===== config.mk =====
export PLATFORM = sky130hd
export DESIGN_NAME = stream_tx_serializer
export DESIGN_NICKNAME = d
export VERILOG_FILES = /design/src/rtl/stream_tx_serializer.sv
export SDC_FILE = /design/constraint.sdc
export NUM_CORES = 1
export LEC_CHECK = 0
export CORE_MARGIN = 3
export CORE_UTILIZATION = 55
export CTS_CLUSTER_DIAMETER = 40
export DETAILED_ROUTE_END_ITERATION = 10
export PLACE_DENSITY = 0.75
export SLEW_MARGIN = 20
export SYNTH_ARGS = -nofsm -noshare
export SYNTH_HDL_FRONTEND = slang
export SYNTH_SLANG_ARGS = --single-unit

===== constraint.sdc =====
create_clock -name clk_i -period 4.43 [get_ports clk_i]
set_input_delay 0.886 -clock clk_i [delete_from_list [all_inputs] [get_ports clk_i]]
set_output_delay 0.886 -clock clk_i [all_outputs]
set_load 0.05 [all_outputs]

===== src/rtl/stream_tx_serializer.sv =====
// -----------------------------------------------------------------------------
// stream_tx_serializer
//
// Buffers 32-bit stream words from core_interface in a small FIFO and presents
// them to the SPI transmit byte path one byte at a time, MSB byte first. Each
// completed SPI byte transfer (spi_rx_valid_i pulse) advances to the next byte.
// After the fourth byte of a word, the word is retired. This lets the host MCU
// read multi-word results across consecutive SPI bytes.
//
// Stream handshake: a word transfers on a rising clk_i edge when
// stream_valid_i && stream_ready_o. stream_ready_o depends only on the
// registered level (it is !full_o). A word offered while not ready is dropped
// and recorded in overflow_o. The producer is not expected to hold it.
//
// Ports:
//   clk_i           system clock; all logic on its rising edge
//   rst_ni          asynchronous active-low reset (synchronous release upstream)
//   stream_i        word from core_interface
//   stream_valid_i  stream_i holds a word to enqueue this cycle
//   stream_ready_o  FIFO can accept a word (== !full_o)
//   spi_rx_valid_i  one-cycle pulse per completed SPI byte
//   flush_i         synchronous clear of FIFO, byte index and sticky flags
//   tx_byte_o       byte to load into the SPI interface for the next transfer
//   level_o         number of words held
//   empty_o         level_o == 0
//   full_o          level_o == DEPTH
//   underflow_o     sticky: a strobe arrived while empty
//   overflow_o      sticky: a valid word was offered while full
// -----------------------------------------------------------------------------
module stream_tx_serializer #(
   parameter int          DEPTH     = 4,
   parameter logic [7:0]  IDLE_BYTE = 8'h00
) (
   input  logic                       clk_i,
   input  logic                       rst_ni,
   input  logic [31:0]                stream_i,
   input  logic                       stream_valid_i,
   output logic                       stream_ready_o,
   input  logic                       spi_rx_valid_i,
   input  logic                       flush_i,
   output logic [7:0]                 tx_byte_o,
   output logic [$clog2(DEPTH):0]     level_o,
   output logic                       empty_o,
   output logic                       full_o,
   output logic                       underflow_o,
   output logic                       overflow_o
);

   localparam int AW = $clog2(DEPTH);
   localparam int LW = AW + 1;
   localparam logic [LW-1:0] LEVEL_FULL = LW'(DEPTH);

   // ---------------------------------------------------------------------------
   // Registered state
   // ---------------------------------------------------------------------------
   logic [31:0]   mem [DEPTH];
   logic [AW-1:0] wr_ptr, wr_ptr_next;
   logic [AW-1:0] rd_ptr, rd_ptr_next;
   logic [LW-1:0] level, level_next;
   logic [1:0]    idx, idx_next;
   logic          underflow, underflow_next;
   logic          overflow, overflow_next;

   // ---------------------------------------------------------------------------
   // Status decode (from registered level only)
   // ---------------------------------------------------------------------------
   logic empty;
   logic full;
   logic push;
   logic pop;
   logic advance;

   assign empty = (level == '0);
   assign full  = (level == LEVEL_FULL);

   // Acceptance uses the pre-edge level. A pop on the same edge does not free
   // a slot for the push, so a full FIFO always rejects the offered word.
   assign push    = stream_valid_i && !full && !flush_i;

   // A strobe only moves the byte index when there is a word to read from.
   assign advance = spi_rx_valid_i && !empty && !flush_i;
   assign pop     = advance && (idx == 2'd3);

   // ---------------------------------------------------------------------------
   // Next-state logic
   // ---------------------------------------------------------------------------
   always_comb begin
      wr_ptr_next    = wr_ptr;
      rd_ptr_next    = rd_ptr;
      level_next     = level;
      idx_next       = idx;
      underflow_next = underflow;
      overflow_next  = overflow;

      if (flush_i) begin
         // Flush wins over everything. Same-cycle push and strobe are discarded
         // and leave no trace in the sticky flags.
         wr_ptr_next    = '0;
         rd_ptr_next    = '0;
         level_next     = '0;
         idx_next       = 2'd0;
         underflow_next = 1'b0;
         overflow_next  = 1'b0;
      end else begin
         if (push) begin
            // DEPTH is a power of two, so the pointer wraps naturally.
            wr_ptr_next = wr_ptr + AW'(1);
         end

         if (advance) begin
            // idx is 2 bits, so 3 + 1 wraps back to byte 0 of the next word.
            idx_next = idx + 2'd1;
         end

         if (pop) begin
            rd_ptr_next = rd_ptr + AW'(1);
         end

         unique case ({push, pop})
            2'b10:   level_next = level + LW'(1);
            2'b01:   level_next = level - LW'(1);
            default: level_next = level;
         endcase

         if (spi_rx_valid_i && empty) begin
            underflow_next = 1'b1;
         end

         if (stream_valid_i && full) begin
            overflow_next = 1'b1;
         end
      end
   end

   // ---------------------------------------------------------------------------
   // State registers
   // ---------------------------------------------------------------------------
   always_ff @(posedge clk_i or negedge rst_ni) begin
      if (!rst_ni) begin
         wr_ptr    <= '0;
         rd_ptr    <= '0;
         level     <= '0;
         idx       <= 2'd0;
         underflow <= 1'b0;
         overflow  <= 1'b0;
      end else begin
         wr_ptr    <= wr_ptr_next;
         rd_ptr    <= rd_ptr_next;
         level     <= level_next;
         idx       <= idx_next;
         underflow <= underflow_next;
         overflow  <= overflow_next;
      end
   end

   // Word storage is not reset. Its contents are only visible through the
   // level/pointer state, which is reset.
   always_ff @(posedge clk_i) begin
      if (push) begin
         mem[wr_ptr] <= stream_i;
      end
   end

   // ---------------------------------------------------------------------------
   // Byte presentation: combinational from registered state
   // ---------------------------------------------------------------------------
   logic [31:0] head;
   assign head = mem[rd_ptr];

   always_comb begin
      tx_byte_o = IDLE_BYTE;
      if (!empty) begin
         unique case (idx)
            2'd0:    tx_byte_o = head[31:24];
            2'd1:    tx_byte_o = head[23:16];
            2'd2:    tx_byte_o = head[15:8];
            default: tx_byte_o = head[7:0];
         endcase
      end
   end

   // ---------------------------------------------------------------------------
   // Outputs
   // ---------------------------------------------------------------------------
   assign stream_ready_o = !full;
   assign level_o        = level;
   assign empty_o        = empty;
   assign full_o         = full;
   assign underflow_o    = underflow;
   assign overflow_o     = overflow;

endmodule

==> results.cfg <==
[timing]
maxSlewViolCount = 0
worst_slew_pin_slew_ns = 0.629
grt_setup_unrepaired = false
maxSlewHeadroom_pct = 58.0
finalHoldViolCount = 0
period_minus_slack_ns = 4.26
tns_ns = 0
setup_viol = 0
period_share_pct = 96.1
finalClockSkew_ns = 0.00903
fmax_mhz = 235
worst_slack_ns = 0.171

[placed_design]
portBuffers = 52
place_inst = 518
place_ws_ns = 0.657
hpwl_um = 6630
place.gp.congestion = 0.798

[pwr]
seq_power_share_pct = 48.2
pwr-share-comb_pct = 8.2
ir_drop_uv = 278
powerDensity_nw_per_um2 = 446
p_int_mw = 2.39
swShare_pct = 23.0
clkPwrFrac_pct = 43.7
p_leak_nw = 2.26
power.switching_mw = 0.714

[worst_setup_path]
crit_chain = buf_4 > mux2i_1 > o22ai_1 > a2111oi_0 > a211oi_1 > clkdlybuf4s50_1
cp_num_buf_inv = 2
critPathRequiredTime_ns = 3.54
critPathSlowestCell = dfrtp_2
cp.arrival_ns = 3.37
critPathLaunchType = flip-flop
critPathMaxFanout = 24
path_delay_family = buffers and inverters
endpoint_kind = output port
critPathKind = flip-flop to output port
rrSetupSlack_ns = 1.80
max_stage_delay_ns = 0.77

[synthesis]
synth_common_cells = 128 x edfxtp_1, 41 x mux2i_1, 28 x nor2_1
yosysUniqueCellTypes = 42
async_flop_share_pct = 7.91
syn_inst = 340
yosysSeqAreaShare_pct = 72.1
yosysTopAreaCell = edfxtp_1
synth_area_leaders = edfxtp_1 67%, mux2i_1 7.2%, dfrtp_1 4.8%, mux4_2 3.5%, ha_1 2.0%
syn-num-nets = 387
synth.most_common_cell = edfxtp_1
synth.top_cell.area_share_pct = 67.3
syn_area_sq_um = 5710
avgSynthCellArea_sq_um = 16.8
yosys_warnings = 0
ys_ff_latch = 139
synth_edf_count = 128
synth_ff_type = edfxtp_1

[global_routing]
grt_pass1_wl_um = 17000
grt_overflow = 0
grt_pass1_vias = 3260
grt_antenna_before_repair = 0
grt_usage_pct = 20.0
grt_max_degree = 33

[clock_tree]
cts.htree.levels = 4
cts_hold_buf = 0
clockBufferDepth = 2
root_buffer = clkbuf_8
postCtsSetupBuffers = 0
tritoncts = done
ctsResizeCount = 0
clk_pin_slew_ns = 0.07
clkSinkCount = 139
clkLatencyLatePin_ns = 0.50
cts-buffers-inserted = 17

[min_path]
hp-class = flip-flop to flip-flop

[layout]
area_delta_synth_final_pct = 21.7
fin_util_pct = 69.9
stdcell_count = 550
diodes = 0
nFillCells = 665
layout-drive-gt1-share_pct = 13.4
nets = 451

[floorplan]
coreArea_sq_um = 9950
die_h_um = 108
die_width_um = 108
start_util_pct = 57.4
io_pins = 53
die_area_sq_um = 11600
rows = 36

[drt]
vias_per_cell = 5.74
firstDrtPassIters = 5
drc = 0
ant_nets = 0
routed_wl_um = 10800
first_iter_violations = 216
vias = 3159
detail_route.wl_per_cell_um = 19.6

[run]
drv_cap = 0

[status]
outcome = finished, final reports clean
[cell type report]
class / instances / area [sq um] / area share [%]
tap: 133 / 166 / 2.39
sequential: 139 / 4120 / 59.2
multi-input combinational: 177 / 1470 / 21.1
clock buffer: 18 / 418 / 6.01
inverter: 7 / 26.3 / 0.378
timing repair buffer: 62 / 596 / 8.56
clock inverter: 14 / 159 / 2.28
[power by group through the flow]
stage | logic (mW) | registers, mW | clock network, mW
5_1_grt | 0.271 | 1.50 | 1.44
3_5_place_dp | 0.252 | 1.52 | 0
6_report | 0.253 | 1.49 | 1.35
2_1_floorplan | 0.130 | 1.53 | 0
3_3_place_gp | 0.248 | 1.52 | 0
4_1_cts | 0.255 | 1.49 | 1.38
[stage by stage]
stage / power, mW / cell area (sq um) / hold WS, ns
after floorplan: 1.66 / 5710 / 0.543
after global placement: 1.77 / 6380 / 0.478
after detailed placement: 1.77 / 6380 / 0.483
after CTS: 3.12 / 6950 / 0.500
after global routing: 3.21 / 6950 / 0.534
final: 3.10 / 6950 / 0.493
[worst min-delay path, cell delays in order (launching register included)]
cell	delay, ns
dfrtp_1	0.34
a21oi_1	0.04
nor2_1	0.07
[flip-flops by register name (all words and copies together) (netlist names)]
signal / count
rd_ptr: 2
level_o: 3
idx: 2
underflow_o: 1
mem: 128
wr_ptr: 2
overflow_o: 1
[path summary, 6_finish.rpt]
check / start / end / cells past startpoint
setup / recovery: rd_ptr[1] / tx_byte_o[2] / 6
hold / removal: overflow_o / overflow_o / 2
setup reg to reg: level_o[0] / level_o[2] / 6
hold reg to reg: overflow_o / overflow_o / 2
max in group asynchronous: rst_ni / rd_ptr[1] / 1
min in group asynchronous: rst_ni / overflow_o / 1
[cell usage in the layout (no fill, tap or decap), types with 2 or more instances in the layout]
cell type / synthesis / final
nand2b_1: 5 / 5
clkbuf_16: 0 / 16
clkinvlp_4: 0 / 2
ha_1: 9 / 9
o22ai_1: 11 / 11
nor3_1: 3 / 3
inv_1: 6 / 6
and2_1: 4 / 4
a21oi_1: 10 / 10
bufinv_16: 0 / 2
edfxtp_1: 128 / 128
buf_4: 3 / 10
nor2_1: 28 / 28
o21ai_0: 9 / 9
a2111oi_0: 5 / 5
xnor2_1: 3 / 3
nand3_1: 3 / 3
dfrtp_1: 11 / 10
mux4_2: 9 / 9
a211oi_1: 7 / 7
nand2_1: 5 / 5
mux2i_1: 41 / 41
nand3b_1: 7 / 7
clkdlybuf4s50_1: 0 / 52
inv_6: 0 / 6
clkinv_4: 0 / 3
nor4_1: 2 / 2
[layer usage]
layer | global-route usage [%] | vias up | share of wire, % | routed length (um)
li1 | - | 1457 | - | -
met1 | 26.4 | 1581 | 43 | 4630
met2 | 33.1 | 113 | 51 | 5500
met3 | 5.10 | 8 | 5.4 | 582
met4 | 5.95 | 0 | 0.70 | 75
met5 | 0 | - | 0 | 0
[kinds of logic after synthesis]
group | after synthesis | share of synthesized area (%)
buf+inv | 24 | 2.19
mux | 51 | 11.0
compound gates | 47 | 5.59
simple gates | 64 | 5.91
flops | 139 | 72.1
fa+ha+maj | 10 | 2.32
xor+xnor | 5 | 0.898
Power figures use the tool's default switching activity.
